File: src/rtl/mod_inverse.sv
// mod_inverse: sequential modular inverter, result = data_in^-1 mod modulus.
// Runs the binary extended-Euclid algorithm, one reduction step per clock.
//
// Ports:
//   clk        system clock, rising edge
//   rst        asynchronous reset, active-high
//   in_valid   request valid
//   in_ready   block can accept a request (high only in IDLE)
//   data_in    operand a
//   modulus    modulus q (must be odd and >= 3)
//   out_valid  result valid
//   out_ready  consumer accepts result
//   result     a^-1 mod q, 0 when error is set
//   error      no inverse exists or the input was illegal; qualified by out_valid
//   busy       high while the iteration is running
module mod_inverse #(
    parameter int unsigned WIDTH    = 32,
    parameter int unsigned MAX_ITER = 4 * WIDTH + 4
) (
    input  logic             clk,
    input  logic             rst,
    input  logic             in_valid,
    output logic             in_ready,
    input  logic [WIDTH-1:0] data_in,
    input  logic [WIDTH-1:0] modulus,
    output logic             out_valid,
    input  logic             out_ready,
    output logic [WIDTH-1:0] result,
    output logic             error,
    output logic             busy
);

    localparam int unsigned IW = $clog2(MAX_ITER + 1);

    typedef enum logic [1:0] {
        IDLE = 2'd0,
        RUN  = 2'd1,
        DONE = 2'd2
    } state_t;

    state_t           state, state_nx;
    logic [WIDTH-1:0] u, u_nx;
    logic [WIDTH-1:0] v, v_nx;
    logic [WIDTH-1:0] x1, x1_nx;
    logic [WIDTH-1:0] x2, x2_nx;
    logic [WIDTH-1:0] q, q_nx;
    logic [IW-1:0]    iter, iter_nx;
    logic [WIDTH-1:0] result_nx;
    logic             error_nx;
    logic             illegal;

    // Divide by two modulo odd q: odd values get q added first (WIDTH+1 bit sum).
    function automatic logic [WIDTH-1:0] half_mod(input logic [WIDTH-1:0] x,
                                                  input logic [WIDTH-1:0] m);
        logic [WIDTH:0] s;
        s = x[0] ? ({1'b0, x} + {1'b0, m}) : {1'b0, x};
        return s[WIDTH:1];
    endfunction

    // (a - b) mod m for a, b in [0, m-1]; the wrapped difference plus m is exact.
    function automatic logic [WIDTH-1:0] sub_mod(input logic [WIDTH-1:0] a,
                                                 input logic [WIDTH-1:0] b,
                                                 input logic [WIDTH-1:0] m);
        logic [WIDTH-1:0] d;
        d = a - b;
        return (a < b) ? (d + m) : d;
    endfunction

    // Requests with no defined inverse computation bypass RUN.
    always_comb begin
        illegal = (modulus[0] == 1'b0) || (modulus < WIDTH'(3)) ||
                  (data_in == '0) || (data_in >= modulus);
    end

    // State and datapath registers.
    always_ff @(posedge clk or posedge rst) begin
        if (rst) begin
            state     <= IDLE;
            u         <= '0;
            v         <= '0;
            x1        <= '0;
            x2        <= '0;
            q         <= '0;
            iter      <= '0;
            result    <= '0;
            error     <= 1'b0;
            in_ready  <= 1'b1;
            out_valid <= 1'b0;
            busy      <= 1'b0;
        end else begin
            state     <= state_nx;
            u         <= u_nx;
            v         <= v_nx;
            x1        <= x1_nx;
            x2        <= x2_nx;
            q         <= q_nx;
            iter      <= iter_nx;
            result    <= result_nx;
            error     <= error_nx;
            in_ready  <= (state_nx == IDLE);
            out_valid <= (state_nx == DONE);
            busy      <= (state_nx == RUN);
        end
    end

    // Next-state and datapath step.
    always_comb begin
        state_nx  = state;
        u_nx      = u;
        v_nx      = v;
        x1_nx     = x1;
        x2_nx     = x2;
        q_nx      = q;
        iter_nx   = iter;
        result_nx = result;
        error_nx  = error;

        case (state)
            IDLE: begin
                if (in_valid && in_ready) begin
                    q_nx = modulus;
                    if (illegal) begin
                        result_nx = '0;
                        error_nx  = 1'b1;
                        state_nx  = DONE;
                    end else begin
                        u_nx     = data_in;
                        v_nx     = modulus;
                        x1_nx    = WIDTH'(1);
                        x2_nx    = '0;
                        iter_nx  = '0;
                        state_nx = RUN;
                    end
                end
            end

            RUN: begin
                iter_nx = iter + IW'(1);
                if (u == WIDTH'(1)) begin
                    result_nx = x1;
                    error_nx  = 1'b0;
                    state_nx  = DONE;
                end else if (v == WIDTH'(1)) begin
                    result_nx = x2;
                    error_nx  = 1'b0;
                    state_nx  = DONE;
                end else if ((u == '0) || (v == '0) || (iter == IW'(MAX_ITER))) begin
                    // Zero means gcd(a,q) != 1; the iteration cap is only a safety net.
                    result_nx = '0;
                    error_nx  = 1'b1;
                    state_nx  = DONE;
                end else if (!u[0]) begin
                    u_nx  = u >> 1;
                    x1_nx = half_mod(x1, q);
                end else if (!v[0]) begin
                    v_nx  = v >> 1;
                    x2_nx = half_mod(x2, q);
                end else if (u >= v) begin
                    u_nx  = u - v;
                    x1_nx = sub_mod(x1, x2, q);
                end else begin
                    v_nx  = v - u;
                    x2_nx = sub_mod(x2, x1, q);
                end
            end

            DONE: begin
                if (out_ready) begin
                    state_nx = IDLE;
                end
            end

            default: begin
                state_nx = IDLE;
            end
        endcase
    end

endmodule

File: config.mk
export PLATFORM = sky130hd
export DESIGN_NAME = mod_inverse
export DESIGN_NICKNAME = d
export VERILOG_FILES = /design/src/rtl/mod_inverse.sv
export SDC_FILE = /design/constraint.sdc
export NUM_CORES = 1
export LEC_CHECK = 0
export ABC_AREA = 1
export ABC_CLOCK_PERIOD_IN_PS = 8450
export CAP_MARGIN = 10
export CORE_MARGIN = 3
export CORE_UTILIZATION = 35
export CTS_CLUSTER_DIAMETER = 80
export CTS_CLUSTER_SIZE = 14
export DETAILED_ROUTE_END_ITERATION = 6
export MAX_ROUTING_LAYER = met4
export PLACE_DENSITY = 0.56
export SYNTH_ARGS = -nofsm -noshare
export SYNTH_HDL_FRONTEND = slang
export SYNTH_SLANG_ARGS = --single-unit
export TNS_END_PERCENT = 1
File: constraint.sdc
create_clock -name clk -period 8.45 [get_ports clk]
set_clock_uncertainty 0.05 [all_clocks]
set_input_delay 2.1125 -clock clk [delete_from_list [all_inputs] [get_ports clk]]
set_output_delay 2.1125 -clock clk [all_outputs]
set_load 0.02 [all_outputs]
==> impl_metrics.yaml, run 1 <==
finish:
  syn2layout_area_growth_pct: 9.77
  multiInputGateArea_mm2: 0.0209
  fill_cells: 9340
  regArea_mm2: 0.00516
  final_cell_area_excluding_filler_cells_mm2: 0.0324
  net_count_of_the_finished_layout: 5514
  drive_above_1_share: 0.0252
clocking:
  clockBufferDepth: 3
  cts_inserted_buffers: 26
  clock_tree.htree_level_count: 1
  tritoncts: "built"
  numClockSinks: 206
  clk_latency_ns: 0.61
  postCtsResizedCells: 0
  cts_hold_buffers: 0
  clkTransAtPathRegs_ns: 0.07
  cts.repair_timing.setup_buffer_count: 0
  clock_root_cell: "sky130_fd_sc_hd__clkbuf_16"
grt:
  grt_pass1_vias: 32200
  track_usage: 0.342
  grt_max_degree: 79
  grt_total_ovfl: 0
  grt_pass1_wl_um: 216000
  antenna_violations_before_repair: 10
drt:
  detailroute.via_count: 34200
  detail_route_antenna_nets: 0
  drt_iter0_markers: 3395
  first_pass_iters: 7
  drt-wirelength-per-cell_um: 23.6
  wire_length_reported_by_the_detailed_router_um: 148000
  avgViaCountPerCell: 5.44
  remaining_drc_errors: 2
sta:
  final.hold.worst_slack_ns: 0.461
  clock.fmax_mhz: 178
  report.final.slew_viol_count: 0
  worst_relative_slew_slack: 0.208
  finalHoldViolCount: 0
  fin_tns_setup_ns: 0
  slew_worst_pin_ns: 1.19
  report.final.setup_viol: 0
  finalCriticalPeriod_ns: 5.63
  final.period_utilization: 0.666
  rsz0062_at_grt: "no"
worst_setup_path:
  timing.reg2reg.worst_path_depth: 26
  timing.critical_path.buf_inv: 5
  critPathCaptureType: "register"
  worstSetupStartpointType: "register"
  regToRegStartpoint: "x1[0]"
  start_to_end_type_of_the_worst_setup_path: "reg2reg"
  data_required_time_at_the_worst_endpoint_ns: 8.89
  slowest_stage: "sky130_fd_sc_hd__inv_2"
  worst_path_most_repeated_cell: "sky130_fd_sc_hd__nand2_1"
  critPathArrivalTime_ns: 6.06
  worst-r2r-setup-slack_ns: 2.82
  r2r_end: "x1[31]"
  slowest_delay_ns: 0.55
  crit_fanout: 42
  path_delay_family: "simple AND/OR/NAND/NOR gates"
die:
  placementRows: 105
  initial_utilization: 0.356
  die_height_um: 296
  dieWidth_um: 296
  fp.coreArea_mm2: 0.0829
  floorplan.die_area_mm2: 0.0879
  io-pin-count: 104
logic_synthesis:
  synthesis.nets: 5489
  synth.avg_cell_area_um2: 5.76
  count_of_distinct_cell_types_in_the_synthesized_netlist: 49
  post_synth_instance_area_mm2: 0.0295
  synth-edff-count: 0
  synth_flop_type: "sky130_fd_sc_hd__dfrtp_1"
  postSynth.asyncResetShare: 1.00
  synth_seq_area_share: 0.175
  synth.top_cells.by_area: "sky130_fd_sc_hd__nand2_1 (22%), sky130_fd_sc_hd__dfrtp_1 (17%), sky130_fd_sc_hd__ha_1 (12%)"
  warnings_synthesis: 0
  ys_ff_latch: 206
  synthesis.instances: 5124
  synth_largest_area_cell: "sky130_fd_sc_hd__nand2_1"
  synthDominantCellAreaShare: 0.221
job:
  total_of_max_cap_violations: 0
place:
  dpl_cell_area_mm2: 0.0316
  place_congestion: 1.04
  detailedPlacementHpwl_um: 124000
  port-buffer-count: 103
outcome:
  violations: "DRC"
  outcome: "finished with violations"
min_path:
  hp-class: "reg2reg"
  min-delay-start: "result[20]"
  hold-path-endpoint: "result[20]"
  hold_depth: 2
==> cell families after synthesis <==
logic type / synth area share
mux: 0.000381
flops: 0.175
compound gates: 0.159
buf+inv: 0.119
xor+xnor: 0.0317
fa+ha+maj: 0.128
simple gates: 0.387
==> worst register-to-register path, stage by stage, from the launching register on <==
cell	delay, ns
sky130_fd_sc_hd__dfrtp_1	0.36
sky130_fd_sc_hd__buf_4	0.29
sky130_fd_sc_hd__inv_2	0.56
sky130_fd_sc_hd__ha_1	0.33
sky130_fd_sc_hd__inv_1	0.11
sky130_fd_sc_hd__fa_1	0.49
sky130_fd_sc_hd__nand3_1	0.11
sky130_fd_sc_hd__nand3_1	0.22
sky130_fd_sc_hd__nand2_1	0.12
sky130_fd_sc_hd__nand2_1	0.11
sky130_fd_sc_hd__nand2_1	0.07
sky130_fd_sc_hd__nand2_1	0.13
sky130_fd_sc_hd__xor2_1	0.42
sky130_fd_sc_hd__inv_1	0.10
sky130_fd_sc_hd__ha_1	0.41
sky130_fd_sc_hd__nand2_1	0.13
sky130_fd_sc_hd__nor2_1	0.17
sky130_fd_sc_hd__inv_1	0.11
sky130_fd_sc_hd__nor3_1	0.25
sky130_fd_sc_hd__and2_1	0.18
sky130_fd_sc_hd__nand2_1	0.11
sky130_fd_sc_hd__nand3_1	0.14
sky130_fd_sc_hd__nand3_1	0.09
sky130_fd_sc_hd__nand2_1	0.09
sky130_fd_sc_hd__nand3_1	0.13
sky130_fd_sc_hd__nand3_1	0.16
sky130_fd_sc_hd__nand2_1	0.06
==> worst max-delay path by stage <==
stage / depth (start not counted) / end / from
after floorplan: 1 / busy / rst
after global placement: 17 / x1[0] / modulus[25]
after detailed placement: 15 / x2[27] / modulus[25]
after CTS: 26 / x1[31] / x1[0]
after global routing: 26 / x1[31] / x1[0]
final: 26 / x1[31] / x1[0]
==> cell usage after synthesis, drive strengths merged (6+ instances only) <==
cell type and instances:
ha 289, a21oi 317, dfrtp 205, o21a 8
nand2 1753, a21boi 6, and2 18, o211ai 23
a21o 25, xnor2 35, nor4 15, nand4 74
or2 8, fa 8, clkbuf 64, a22oi 60
nor2 425, buf 72, nand3 425, o21bai 39
inv 751, xor2 72, o21ai 364, nor3 35
nand3b 16
==> cell type report <==
type                       instances  share of cell area
antenna                            4            0.000309
clock inverter                    13             0.00467
tap                             1123              0.0433
timing repair buffer             133              0.0391
inverter                         752              0.0873
multi-input combinational       4030               0.645
sequential                       206               0.159
clock buffer                      31              0.0216
==> registers in the layout, summed over array words and instances (netlist names), 2 cells and up <==
signal	cells
q	32
result	32
u	32
v	32
x1	32
x2	32
iter	8
state	2
==> routing by layer <==
layer / vias to the layer above / part of all wire / GRT usage
met1: 16100 / 0.44 / 0.451
met2: 1305 / 0.45 / 0.548
met4: 0 / 0.036 / 0.103
li1: 16600 / - / -
met5: - / 0 / -
met3: 219 / 0.074 / 0.0416
==> layout by cell type (no fill, tap or decap), types with 15 or more instances in the layout <==
master | netlist | routed
sky130_fd_sc_hd__nand2_1 | 1742 | 1740
sky130_fd_sc_hd__inv_1 | 742 | 740
sky130_fd_sc_hd__nand3_1 | 422 | 421
sky130_fd_sc_hd__nor2_1 | 414 | 410
sky130_fd_sc_hd__a21oi_1 | 313 | 313
sky130_fd_sc_hd__ha_1 | 289 | 289
sky130_fd_sc_hd__o21ai_0 | 282 | 282
sky130_fd_sc_hd__dfrtp_1 | 205 | 204
sky130_fd_sc_hd__clkdlybuf4s50_1 | 0 | 103
sky130_fd_sc_hd__o21ai_1 | 82 | 82
sky130_fd_sc_hd__nand4_1 | 74 | 74
sky130_fd_sc_hd__xor2_1 | 72 | 72
sky130_fd_sc_hd__a22oi_1 | 60 | 60
sky130_fd_sc_hd__o21bai_1 | 39 | 39
sky130_fd_sc_hd__xnor2_1 | 35 | 35
sky130_fd_sc_hd__nor3_1 | 34 | 34
sky130_fd_sc_hd__buf_4 | 9 | 29
sky130_fd_sc_hd__clkbuf_16 | 0 | 26
sky130_fd_sc_hd__a21o_1 | 25 | 25
sky130_fd_sc_hd__o211ai_1 | 23 | 23
sky130_fd_sc_hd__and2_1 | 18 | 18
sky130_fd_sc_hd__nand3b_1 | 16 | 16
sky130_fd_sc_hd__nor4_1 | 15 | 15
==> metrics by stage <==
step	std cells	setup WS [ns]	utilization
final	6292	2.82	0.391
after global routing	6291	2.53	0.391
after CTS	6288	2.93	0.391
after detailed placement	6244	2.40	0.381
after global placement	6244	2.44	0.381
after floorplan	5124	0.665	-
Power of run 1 is left out: the tool's default activity adds up to more than one toggle a clock period on the data nets, which glitch-free logic cannot reach.
==> run 2: changes to the inputs <==
Settings changed: ABC_CLOCK_PERIOD_IN_PS 8450 to 5000, PLACE_DENSITY 0.56 to 0.57.
Clock period 8.45 ns to 5 ns, I/O delays scaled along.
==> run 2 against run 1 <==
  * The run now ends clean
  * Wire length is 2.3% lower
  * Maximum frequency grew 22%
  * Critical path depth shrank 3
  * Hold slack worse by 0.019 ns
  * Critical endpoint is now x2[27]
  * Global-route usage is 0.81 points lower
  * Core utilization grew 0.34 points
==> impl_metrics.yaml, run 2 (same netlist as run 1, synthesis figures left out) <==
outcome:
  outcome: "completed"
clocking:
  clockBufferDepth: 3
  tritoncts: "built"
  clock_tree.htree_level_count: 1
  numClockSinks: 206
  cts_inserted_buffers: 21
  clk_latency_ns: 0.58
  cts.repair_timing.setup_buffer_count: 0
  cts_hold_buffers: 0
  clkTransAtPathRegs_ns: 0.07
  clock_root_cell: "sky130_fd_sc_hd__clkbuf_16"
worst_setup_path:
  timing.critical_path.buf_inv: 1
  critPathArrivalTime_ns: 5.09
  cp_num_cells: 23
  path_delay_family: "simple AND/OR/NAND/NOR gates"
  start_to_end_type_of_the_worst_setup_path: "reg2reg"
  slowest_delay_ns: 0.49
  critPathCaptureType: "register"
  worstSetupStartpointType: "register"
  timing.reg2reg.worst_path_depth: 23
  data_required_time_at_the_worst_endpoint_ns: 5.46
  critical_path_cell_list: "inv_1, ha_1, nand2_1, nor2_1, nand2_1, nor2_1, nand2_1, nand3_1, nand2_1, and2_1, ha_1, nand2_1, nor2_1, nand2_1, a21oi_1, nor2_1, nand3_1, nand3_1, nand3_1, nand2_1, nor2_1, nand2_1, nand2_1"
  slowest_stage: "sky130_fd_sc_hd__ha_1"
  crit_fanout: 7
  worst_path_most_repeated_cell: "sky130_fd_sc_hd__nand2_1"
die:
  die_height_um: 296
  floorplan.die_area_mm2: 0.0879
  dieWidth_um: 296
  placementRows: 105
  io-pin-count: 104
  initial_utilization: 0.356
  fp.coreArea_mm2: 0.0829
sta:
  clock.fmax_mhz: 216
  report.final.setup_viol: 0
  final.hold.worst_slack_ns: 0.442
  finalCriticalPeriod_ns: 4.63
  report.final.slew_viol_count: 0
  fin_tns_setup_ns: 0
  rsz0062_at_grt: "no"
  worst_relative_slew_slack: 0.268
  slew_worst_pin_ns: 1.10
  final.period_utilization: 0.926
  finalHoldViolCount: 0
drt:
  drt-wirelength-per-cell_um: 22.9
  first_pass_iters: 6
  wire_length_reported_by_the_detailed_router_um: 145000
  avgViaCountPerCell: 5.47
  remaining_drc_errors: 0
  detail_route_antenna_nets: 0
  drt_iter0_markers: 3665
  detailroute.via_count: 34700
finish:
  multiInputGateArea_mm2: 0.0209
  regArea_mm2: 0.00516
  net_count_of_the_finished_layout: 5563
  fill_cells: 9420
  layout.cells.most_common: "sky130_fd_sc_hd__nand2_1"
  drive_above_1_share: 0.0332
  syn2layout_area_growth_pct: 10.7
  stdcell_count: 6339
  final_cell_mix: "sky130_fd_sc_hd__nand2_1 (1740), sky130_fd_sc_hd__inv_1 (740), sky130_fd_sc_hd__nand3_1 (421), sky130_fd_sc_hd__nor2_1 (411), sky130_fd_sc_hd__a21oi_1 (313)"
grt:
  grt_max_degree: 83
  grt_pass1_vias: 32000
  grt_pass1_wl_um: 211000
  track_usage: 0.334
  antenna_violations_before_repair: 4
  grt_total_ovfl: 0
place:
  place_congestion: 1.06
  detailedPlacementHpwl_um: 120000
  post-place-cells: 6298
  port-buffer-count: 103
job:
  total_of_max_cap_violations: 0
min_path:
  hold_depth: 2
  hp-class: "reg2reg"
## run 2: cell count changes in the layout (fill, tap and decap cells not counted), sizes merged
cell / change
buf: +54
clkbuf: -4
clkinv: -3
clkinvlp: +1
diode: +4
inv: -5
## run 2: worst reg2reg max path, cell delays in order (launching register included)
cell and delay [ns]:
sky130_fd_sc_hd__dfrtp_1 0.48, sky130_fd_sc_hd__inv_1 0.16, sky130_fd_sc_hd__ha_1 0.50, sky130_fd_sc_hd__nand2_1 0.15, sky130_fd_sc_hd__nor2_1 0.37, sky130_fd_sc_hd__nand2_1 0.20, sky130_fd_sc_hd__nor2_1 0.16, sky130_fd_sc_hd__nand2_1 0.09
sky130_fd_sc_hd__nand3_1 0.10, sky130_fd_sc_hd__nand2_1 0.14, sky130_fd_sc_hd__and2_1 0.31, sky130_fd_sc_hd__ha_1 0.42, sky130_fd_sc_hd__nand2_1 0.12, sky130_fd_sc_hd__nor2_1 0.21, sky130_fd_sc_hd__nand2_1 0.10, sky130_fd_sc_hd__a21oi_1 0.15
sky130_fd_sc_hd__nor2_1 0.07, sky130_fd_sc_hd__nand3_1 0.07, sky130_fd_sc_hd__nand3_1 0.21, sky130_fd_sc_hd__nand3_1 0.22, sky130_fd_sc_hd__nand2_1 0.07, sky130_fd_sc_hd__nor2_1 0.11, sky130_fd_sc_hd__nand2_1 0.05, sky130_fd_sc_hd__nand2_1 0.06
## run 2: worst paths after layout
| kind | startpoint | to | slack [ns] |
|---|---|---|---|
| hold reg to reg | q[29] | q[29] | 0.44 |
| min in group asynchronous | rst | q[10] | 0.89 |
| setup reg to reg | x1[18] | x2[27] | 0.37 |
| hold / removal | q[29] | q[29] | 0.44 |
| setup / recovery | x1[18] | x2[27] | 0.37 |
| max in group asynchronous | rst | result[26] | 3.23 |
## run 2: final cells by class
class                           instances  area share
Tap cell                             1123      0.0430
Clock buffer                           27      0.0180
Clock inverter                          6     0.00165
Antenna cell                            8    0.000612
Timing Repair Buffer                  187      0.0535
Inverter                              752      0.0865
Multi-Input combinational cell       4030       0.639
Sequential cell                       206       0.158
## run 2: per-layer routing
metal | global-route usage | share of wire
met4 | 0.115 | 0.039
met1 | 0.469 | 0.46
met3 | 0.0493 | 0.086
met2 | 0.486 | 0.42
met5 | - | 0
## run 2: repair_timing
item | in CTS | in global routing
hold endpoints to repair | 0 | 0
resized for setup | 0 | 1
endpoints found under the setup margin | 0 | 1
## run 2: metrics by stage
stage / cell area, µm² / setup WS (ns) / util
global route: 32700 / 0.0405 / 0.394
floorplan: 29500 / 1.03 / -
finish: 32700 / 0.369 / 0.394
CTS: 32700 / 0.392 / 0.394
global placement: 32000 / 0.0239 / 0.386
detailed placement: 32000 / 0.0165 / 0.386
Power of run 2 is left out for the same reason.
